--- config.mk ---
export PLATFORM = sky130hd
export DESIGN_NAME = axis_pkt_gen
export DESIGN_NICKNAME = d
export VERILOG_FILES = /design/src/rtl/axis_pkt_gen_pkg.sv /design/src/rtl/axis_pkt_gen_payload.sv /design/src/rtl/axis_pkt_gen.sv
export SDC_FILE = /design/constraint.sdc
export NUM_CORES = 2
export LEC_CHECK = 0
export BUFFER_PORTS_ARGS = -buffer_cell sky130_fd_sc_hd__buf_2
export CAP_MARGIN = 20
export CORE_AREA = 3 3 521 523
export DETAILED_ROUTE_END_ITERATION = 16
export DIE_AREA = 0 0 524 526
export PLACE_DENSITY_LB_ADDON = 0.1
export SYNTH_ARGS = -nofsm -noshare
export SYNTH_HDL_FRONTEND = slang
export SYNTH_HIERARCHICAL = 1
export SYNTH_SLANG_ARGS = --single-unit
export TNS_END_PERCENT = 50
--- constraint.sdc ---
create_clock -name axis_streaming_data_clk -period 11.5 [get_ports axis_streaming_data_clk]
set_input_delay 0.575 -clock axis_streaming_data_clk [delete_from_list [all_inputs] [get_ports axis_streaming_data_clk]]
set_output_delay 0.575 -clock axis_streaming_data_clk [all_outputs]
set_load 0.01 [all_outputs]
--- src/rtl/axis_pkt_gen_pkg.sv ---
// Shared types and constants for the AXI4-Stream packet generator.
package axis_pkt_gen_pkg;

   localparam int unsigned LANE_W = 32;

   typedef enum logic [1:0] {
      StIdle,
      StSend,
      StGap,
      StDone
   } state_e;

   localparam logic [1:0] MODE_COUNT = 2'd0;
   localparam logic [1:0] MODE_CONST = 2'd1;
   localparam logic [1:0] MODE_LFSR  = 2'd2;

   // x^32 + x^22 + x^2 + x + 1, x^32 term implicit
   localparam logic [31:0] LFSR_POLY = 32'h0040_0007;
   localparam logic [31:0] LFSR_SEED = 32'hFFFF_FFFF;

   function automatic logic [31:0] lfsr_step(input logic [31:0] l);
      return {l[30:0], 1'b0} ^ (l[31] ? LFSR_POLY : 32'h0);
   endfunction

endpackage

--- src/rtl/axis_pkt_gen_payload.sv ---
// Combinational beat payload and byte enables; the parent registers the result.
module axis_pkt_gen_payload
   import axis_pkt_gen_pkg::*;
#(
   parameter int unsigned G_AXIS_DATA_WIDTH = 1024,
   parameter int unsigned G_LEN_WIDTH       = 16
) (
   input  logic [1:0]                     mode,
   input  logic [31:0]                    pattern,
   input  logic [15:0]                    seq,
   input  logic [G_LEN_WIDTH-1:0]         beat,
   input  logic [31:0]                    lfsr,
   input  logic                           last,
   input  logic [G_LEN_WIDTH-1:0]         len,
   output logic [G_AXIS_DATA_WIDTH-1:0]   tdata,
   output logic [G_AXIS_DATA_WIDTH/8-1:0] tkeep
);

   localparam int unsigned BYTES = G_AXIS_DATA_WIDTH / 8;
   localparam int unsigned LANES = G_AXIS_DATA_WIDTH / LANE_W;

   logic [G_LEN_WIDTH-1:0]       rem;
   logic [15:0]                  idx;
   logic [G_AXIS_DATA_WIDTH-1:0] raw;

   always_comb begin
      rem   = G_LEN_WIDTH'(32'(len) % BYTES);
      idx   = '0;
      raw   = '0;
      tkeep = '0;
      tdata = '0;
      for (int k = 0; k < LANES; k++) begin
         idx = 16'(32'(beat) * LANES + 32'(k));
         case (mode)
            MODE_CONST: raw[k*LANE_W +: LANE_W] = pattern;
            MODE_LFSR:  raw[k*LANE_W +: LANE_W] = lfsr ^ 32'(k);
            default:    raw[k*LANE_W +: LANE_W] = {seq, idx};
         endcase
      end
      // Only a short last beat trims tkeep; disabled bytes are zeroed.
      for (int i = 0; i < BYTES; i++) begin
         tkeep[i]        = !last || (rem == '0) || (G_LEN_WIDTH'(i) < rem);
         tdata[i*8 +: 8] = tkeep[i] ? raw[i*8 +: 8] : 8'h00;
      end
   end

endmodule

--- src/rtl/axis_pkt_gen.sv ---
// Fixed-length AXI4-Stream packet generator with programmable start-to-start period,
// backpressure, bounded packet count and status counters.
module axis_pkt_gen
   import axis_pkt_gen_pkg::*;
#(
   parameter int unsigned G_AXIS_DATA_WIDTH = 1024,
   parameter int unsigned G_LEN_WIDTH       = 16,
   parameter int unsigned G_CNT_WIDTH       = 32
) (
   input  logic                           axis_streaming_data_clk,
   input  logic                           axis_streaming_arst,
   input  logic                           axis_data_gen_enable,
   input  logic [G_LEN_WIDTH-1:0]         pkt_length,
   input  logic [G_CNT_WIDTH-1:0]         period,
   input  logic [G_CNT_WIDTH-1:0]         pkt_count,
   input  logic [1:0]                     mode,
   input  logic [31:0]                    pattern,
   output logic [G_AXIS_DATA_WIDTH-1:0]   axis_streaming_data_tx_tdata,
   output logic                           axis_streaming_data_tx_tvalid,
   output logic                           axis_streaming_data_tx_tuser,
   output logic [G_AXIS_DATA_WIDTH/8-1:0] axis_streaming_data_tx_tkeep,
   output logic                           axis_streaming_data_tx_tlast,
   input  logic                           axis_streaming_data_tx_tready,
   output logic [G_CNT_WIDTH-1:0]         pkts_sent,
   output logic [G_CNT_WIDTH-1:0]         late_count,
   output logic                           busy,
   output logic                           done
);

   localparam int unsigned BYTES = G_AXIS_DATA_WIDTH / 8;
   localparam int unsigned CMP_W = (G_CNT_WIDTH > G_LEN_WIDTH ? G_CNT_WIDTH : G_LEN_WIDTH) + 1;

   function automatic logic [G_LEN_WIDTH-1:0] beats_of(input logic [G_LEN_WIDTH-1:0] len);
      return G_LEN_WIDTH'((32'(len) + BYTES - 32'd1) / BYTES);
   endfunction

   state_e                       state_q;
   logic [G_LEN_WIDTH-1:0]       len_q, beat_q;
   logic [G_CNT_WIDTH-1:0]       period_q, cnt_q, pkts_sent_q, late_q;
   logic [1:0]                   mode_q;
   logic [31:0]                  pattern_q, lfsr_q;
   logic [15:0]                  seq_q;
   logic                         tvalid_q, tuser_q, tlast_q, busy_q, done_q;
   logic [G_AXIS_DATA_WIDTH-1:0] tdata_q;
   logic [BYTES-1:0]             tkeep_q;

   logic                         hs, last_hs, expired, late, start_ok, last_pkt;
   logic [G_CNT_WIDTH-1:0]       pkts_inc;
   logic [31:0]                  lfsr_d;
   logic                         ld_first, ld_next, ld_new, ld_last;
   logic [G_LEN_WIDTH-1:0]       ld_len, ld_beat;
   logic [1:0]                   ld_mode;
   logic [31:0]                  ld_pattern;
   logic [15:0]                  ld_seq;
   logic [G_AXIS_DATA_WIDTH-1:0] pl_data;
   logic [BYTES-1:0]             pl_keep;

   always_comb begin
      hs       = tvalid_q & axis_streaming_data_tx_tready;
      last_hs  = hs & tlast_q;
      // Next start is due at the following cycle once cnt reaches period-1.
      expired  = (CMP_W'(cnt_q) + CMP_W'(1)) >= CMP_W'(period_q);
      late     = (CMP_W'(cnt_q) >= CMP_W'(period_q)) &&
                 (CMP_W'(period_q) > CMP_W'(beats_of(len_q)));
      start_ok = axis_data_gen_enable && (pkt_length != '0);
      pkts_inc = pkts_sent_q + G_CNT_WIDTH'(1);
      last_pkt = (pkt_count != '0) && (pkts_inc >= pkt_count);
      lfsr_d   = hs ? lfsr_step(lfsr_q) : lfsr_q;

      ld_first = (state_q == StSend) && !tvalid_q;
      ld_next  = hs && !tlast_q;
      ld_new   = start_ok && expired &&
                 (((state_q == StSend) && last_hs && !last_pkt) || (state_q == StGap));

      ld_len     = len_q;
      ld_mode    = mode_q;
      ld_pattern = pattern_q;
      ld_seq     = seq_q;
      ld_beat    = ld_first ? '0 : beat_q + G_LEN_WIDTH'(1);
      if (ld_new) begin
         ld_len     = pkt_length;
         ld_mode    = mode;
         ld_pattern = pattern;
         ld_seq     = seq_q + 16'd1;
         ld_beat    = '0;
      end
      ld_last = (ld_beat == beats_of(ld_len) - G_LEN_WIDTH'(1));
   end

   axis_pkt_gen_payload #(
      .G_AXIS_DATA_WIDTH (G_AXIS_DATA_WIDTH),
      .G_LEN_WIDTH       (G_LEN_WIDTH)
   ) u_payload (
      .mode    (ld_mode),
      .pattern (ld_pattern),
      .seq     (ld_seq),
      .beat    (ld_beat),
      .lfsr    (lfsr_d),
      .last    (ld_last),
      .len     (ld_len),
      .tdata   (pl_data),
      .tkeep   (pl_keep)
   );

   always_ff @(posedge axis_streaming_data_clk or negedge axis_streaming_arst) begin
      if (!axis_streaming_arst) begin
         state_q     <= StIdle;
         len_q       <= '0;
         beat_q      <= '0;
         period_q    <= '0;
         cnt_q       <= '0;
         pkts_sent_q <= '0;
         late_q      <= '0;
         mode_q      <= '0;
         pattern_q   <= '0;
         lfsr_q      <= '0;
         seq_q       <= '0;
         tvalid_q    <= 1'b0;
         tuser_q     <= 1'b0;
         tlast_q     <= 1'b0;
         tdata_q     <= '0;
         tkeep_q     <= '0;
         busy_q      <= 1'b0;
         done_q      <= 1'b0;
      end else begin
         lfsr_q <= lfsr_d;
         if (cnt_q != '1) begin
            cnt_q <= cnt_q + G_CNT_WIDTH'(1);
         end
         if (ld_first || ld_next || ld_new) begin
            tvalid_q <= 1'b1;
            tdata_q  <= pl_data;
            tkeep_q  <= pl_keep;
            tuser_q  <= (ld_beat == '0);
            tlast_q  <= ld_last;
            beat_q   <= ld_beat;
         end else if (hs) begin
            tvalid_q <= 1'b0;
            tdata_q  <= '0;
            tkeep_q  <= '0;
            tuser_q  <= 1'b0;
            tlast_q  <= 1'b0;
         end
         if (ld_first || ld_new) begin
            cnt_q <= '0;
         end
         if (ld_new) begin
            len_q     <= pkt_length;
            period_q  <= period;
            mode_q    <= mode;
            pattern_q <= pattern;
            seq_q     <= ld_seq;
         end
         if (last_hs) begin
            pkts_sent_q <= pkts_inc;
            if (late) begin
               late_q <= late_q + G_CNT_WIDTH'(1);
            end
         end

         unique case (state_q)
            StIdle: begin
               if (start_ok) begin
                  state_q     <= StSend;
                  busy_q      <= 1'b1;
                  pkts_sent_q <= '0;
                  late_q      <= '0;
                  seq_q       <= '0;
                  lfsr_q      <= LFSR_SEED;
                  len_q       <= pkt_length;
                  period_q    <= period;
                  mode_q      <= mode;
                  pattern_q   <= pattern;
               end
            end
            StSend: begin
               if (last_hs) begin
                  if (last_pkt) begin
                     state_q <= StDone;
                     done_q  <= 1'b1;
                  end else if (!start_ok) begin
                     state_q <= StIdle;
                     busy_q  <= 1'b0;
                  end else if (!expired) begin
                     state_q <= StGap;
                  end
               end
            end
            StGap: begin
               if (!axis_data_gen_enable || (expired && !start_ok)) begin
                  state_q <= StIdle;
                  busy_q  <= 1'b0;
               end else if (expired) begin
                  state_q <= StSend;
               end
            end
            StDone: begin
               if (!axis_data_gen_enable) begin
                  state_q <= StIdle;
                  busy_q  <= 1'b0;
                  done_q  <= 1'b0;
               end
            end
            default: state_q <= StIdle;
         endcase
      end
   end

   assign axis_streaming_data_tx_tdata  = tdata_q;
   assign axis_streaming_data_tx_tvalid = tvalid_q;
   assign axis_streaming_data_tx_tuser  = tuser_q;
   assign axis_streaming_data_tx_tkeep  = tkeep_q;
   assign axis_streaming_data_tx_tlast  = tlast_q;
   assign pkts_sent                     = pkts_sent_q;
   assign late_count                    = late_q;
   assign busy                          = busy_q;
   assign done                          = done_q;

endmodule
==> flow_summary.yaml <==
pwr:
  p_total_mw: 34.4
  peakVddDrop_v: 0.000287
  p_per_area_mw_per_mm2: 416
  p_leak_nw: 39.8
worst_hold_path:
  hp-class: "in2reg"
  min_from: "pkt_length[12]"
sta:
  clock_skew_ns: 0.0813
  slew_viol_final: 0
  finalWorstPathRequiredPeriod_ns: 9.87
  setup_tns_ns: 0
  clock.fmax_mhz: 101
  final-hold-violation-count: 0
  setup_viol: 0
  min_period_over_period_pct: 85.8
  rsz0062_at_grt: "false"
  tightestPinTransition_ns: 1.27
  slew-limit-headroom_pct: 15.4
clock_network:
  clk_pin_slew_worst_paths_ns: 0.06
  clock_latency_ns: 0.89
  cts_buffers: 183
  clkSinkCount: 1401
  cts_max_level: 4
  cts-root-buf: "clkbuf_16"
  cts_tree: "done"
  cts_max_path_buffers: 4
layout:
  drive_above_1_share_pct: 28.8
  fin_nets: 7431
  stdcell_area_mm2: 0.0827
  area_delta_synth_final_pct: 26.7
global_routing:
  grt.total_usage_pct: 25.1
  overflow: 0
  antenna_found_initial: 36
  grt_max_degree: 188
  grt_pass1_vias: 55954
  grt_pass1_wl_um: 491000
synthesis:
  syn-num-nets: 6240
  synth_cells: 6008
  synth.avg_cell_area_um2: 10.9
  syn-cell-area_mm2: 0.0653
  yosysWarningCount: 6
route:
  wl_per_cell_um: 32.9
  first_iter_violations: 5150
  avgViaCountPerCell: 5.16
  first_pass_iters: 5
  drt-total-wl_um: 359000
  drtAntennaViolNets: 0
  vias: 56244
  drc: 0
floorplan:
  rows: 190
  dieArea_mm2: 0.276
  coreArea_mm2: 0.267
  die_x_um: 524
  initial_utilization_pct: 24.4
  io_pins: 1339
  dieHeight_um: 526
critical_path:
  startpoint: "pkts_sent[2]"
  cp_top_family: "simple AND/OR/NAND/NOR gates"
  arrival_ns: 10.57
  rr_startpoint: "pkts_sent[2]"
  cp_common_cell: "nor2_1"
  cp_slowest_stage_delay_ns: 0.82
  cp-start-kind: "flop"
  required_ns: 12.20
  crit_type: "reg2reg"
  critical-path-slowest-cell: "or3b_2"
  end_kind: "flop"
  cp_num_buf_inv: 2
  crit_fanout: 54
placed_design:
  gp_congestion: 0.850
  placed_cell_area_mm2: 0.0761
  hpwlAfterDp_um: 246000
  portBuffers: 1338
job:
  maxCapViolCount: 0
run_status:
  outcome: "finished clean"
[cell usage in the layout, fill, tap and decap left out, types with 77 or more instances in the layout]
cell / instances
nor2_1: 615
nor3_1: 187
xor2_1: 77
nand2_1: 305
a22o_1: 1157
mux2_2: 118
dfrtp_1: 1401
a21oi_1: 481
ha_1: 113
buf_2: 1337
clkbuf_16: 184
inv_1: 184
buf_4: 143
[timing repair]
item | 4_1_cts | 5_1_grt
resized for setup | 0 | 0
endpoints found under the hold margin | 191 | 0
endpoints found under the setup margin | 0 | 0
hold buffers | 69 | 0
buffers inserted | 0 | 0
[per-stage QoR]
step / cells / utilization (%) / hold WS [ns] / setup WS, ns
floorplan: 6008 / - / 0.279 / 3.19
global placement: 10491 / 28.4 / 0.464 / 1.80
detailed placement: 10496 / 28.4 / 0.461 / 1.75
CTS: 10885 / 30.9 / 0.00734 / 1.70
global route: 10890 / 30.9 / 0.0343 / 0.840
finish: 10894 / 30.9 / 0.0715 / 1.63
[layer usage]
layer	up-vias	share of wire, %	global-route usage (%)
li1	24336	-	-
met1	29224	41	31.9
met2	2203	47	41.1
met3	481	7.9	6.62
met4	0	3.8	8.40
met5	-	0	0
[cell type report]
| type | instances | area, um^2 |
|---|---|---|
| clock buffer | 274 | 5390 |
| multi-input combinational | 3839 | 27300 |
| inverter | 187 | 703 |
| clock inverter | 46 | 537 |
| antenna | 8 | 20.0 |
| sequential | 1401 | 35100 |
| tap | 3552 | 4440 |
| timing repair buffer | 1587 | 9220 |
| fill | 27681 | 185000 |
[state kept, by name, indices dropped and copies added (netlist names), named ones only]
name                           flops
axis_streaming_data_tx_tdata    1024
state_q                            2
seq_q                             16
axis_streaming_data_tx_tlast       1
cnt_q                             32
axis_streaming_data_tx_tuser       1
axis_streaming_data_tx_tvalid      1
pkts_sent                         32
beat_q                            16
busy                               1
late_count                        32
axis_streaming_data_tx_tkeep     128
done                               1
lfsr_q                            32
[power by group]
part           total, mW  switching, mW  internal [mW]
sequential          8.36           1.28           7.09
combinational       20.2           13.6           6.56
clock               5.81           2.38           3.43
total               34.4           17.3           17.1
[worst paths after layout]
| path | endpoint | slack, ns | depth (start not counted) |
|---|---|---|---|
| worst min register to register | busy | 0.47 | 2 |
| max in group asynchronous | axis_streaming_data_tx_tkeep[26] | 8.33 | 5 |
| worst min-delay path | flop | 0.07 | 2 |
| worst max-delay path | axis_streaming_data_tx_tdata[295] | 1.63 | 34 |
| worst max register to register | axis_streaming_data_tx_tdata[295] | 1.63 | 34 |
| min in group asynchronous | axis_streaming_data_tx_tdata[506] | 0.25 | 2 |
[worst register-to-register path: cells and delay by family, from the launching register on]
family | cells | cell delay [ns]
AO/OA/AOI/OAI | 8 | 1.66
flip-flops | 1 | 0.43
buffers and inverters | 2 | 0.89
AND/OR/NAND/NOR | 19 | 5.72
adder cells (fa/ha/maj) | 2 | 0.61
XOR/XNOR | 3 | 0.43
Power figures use the tool's default switching activity.
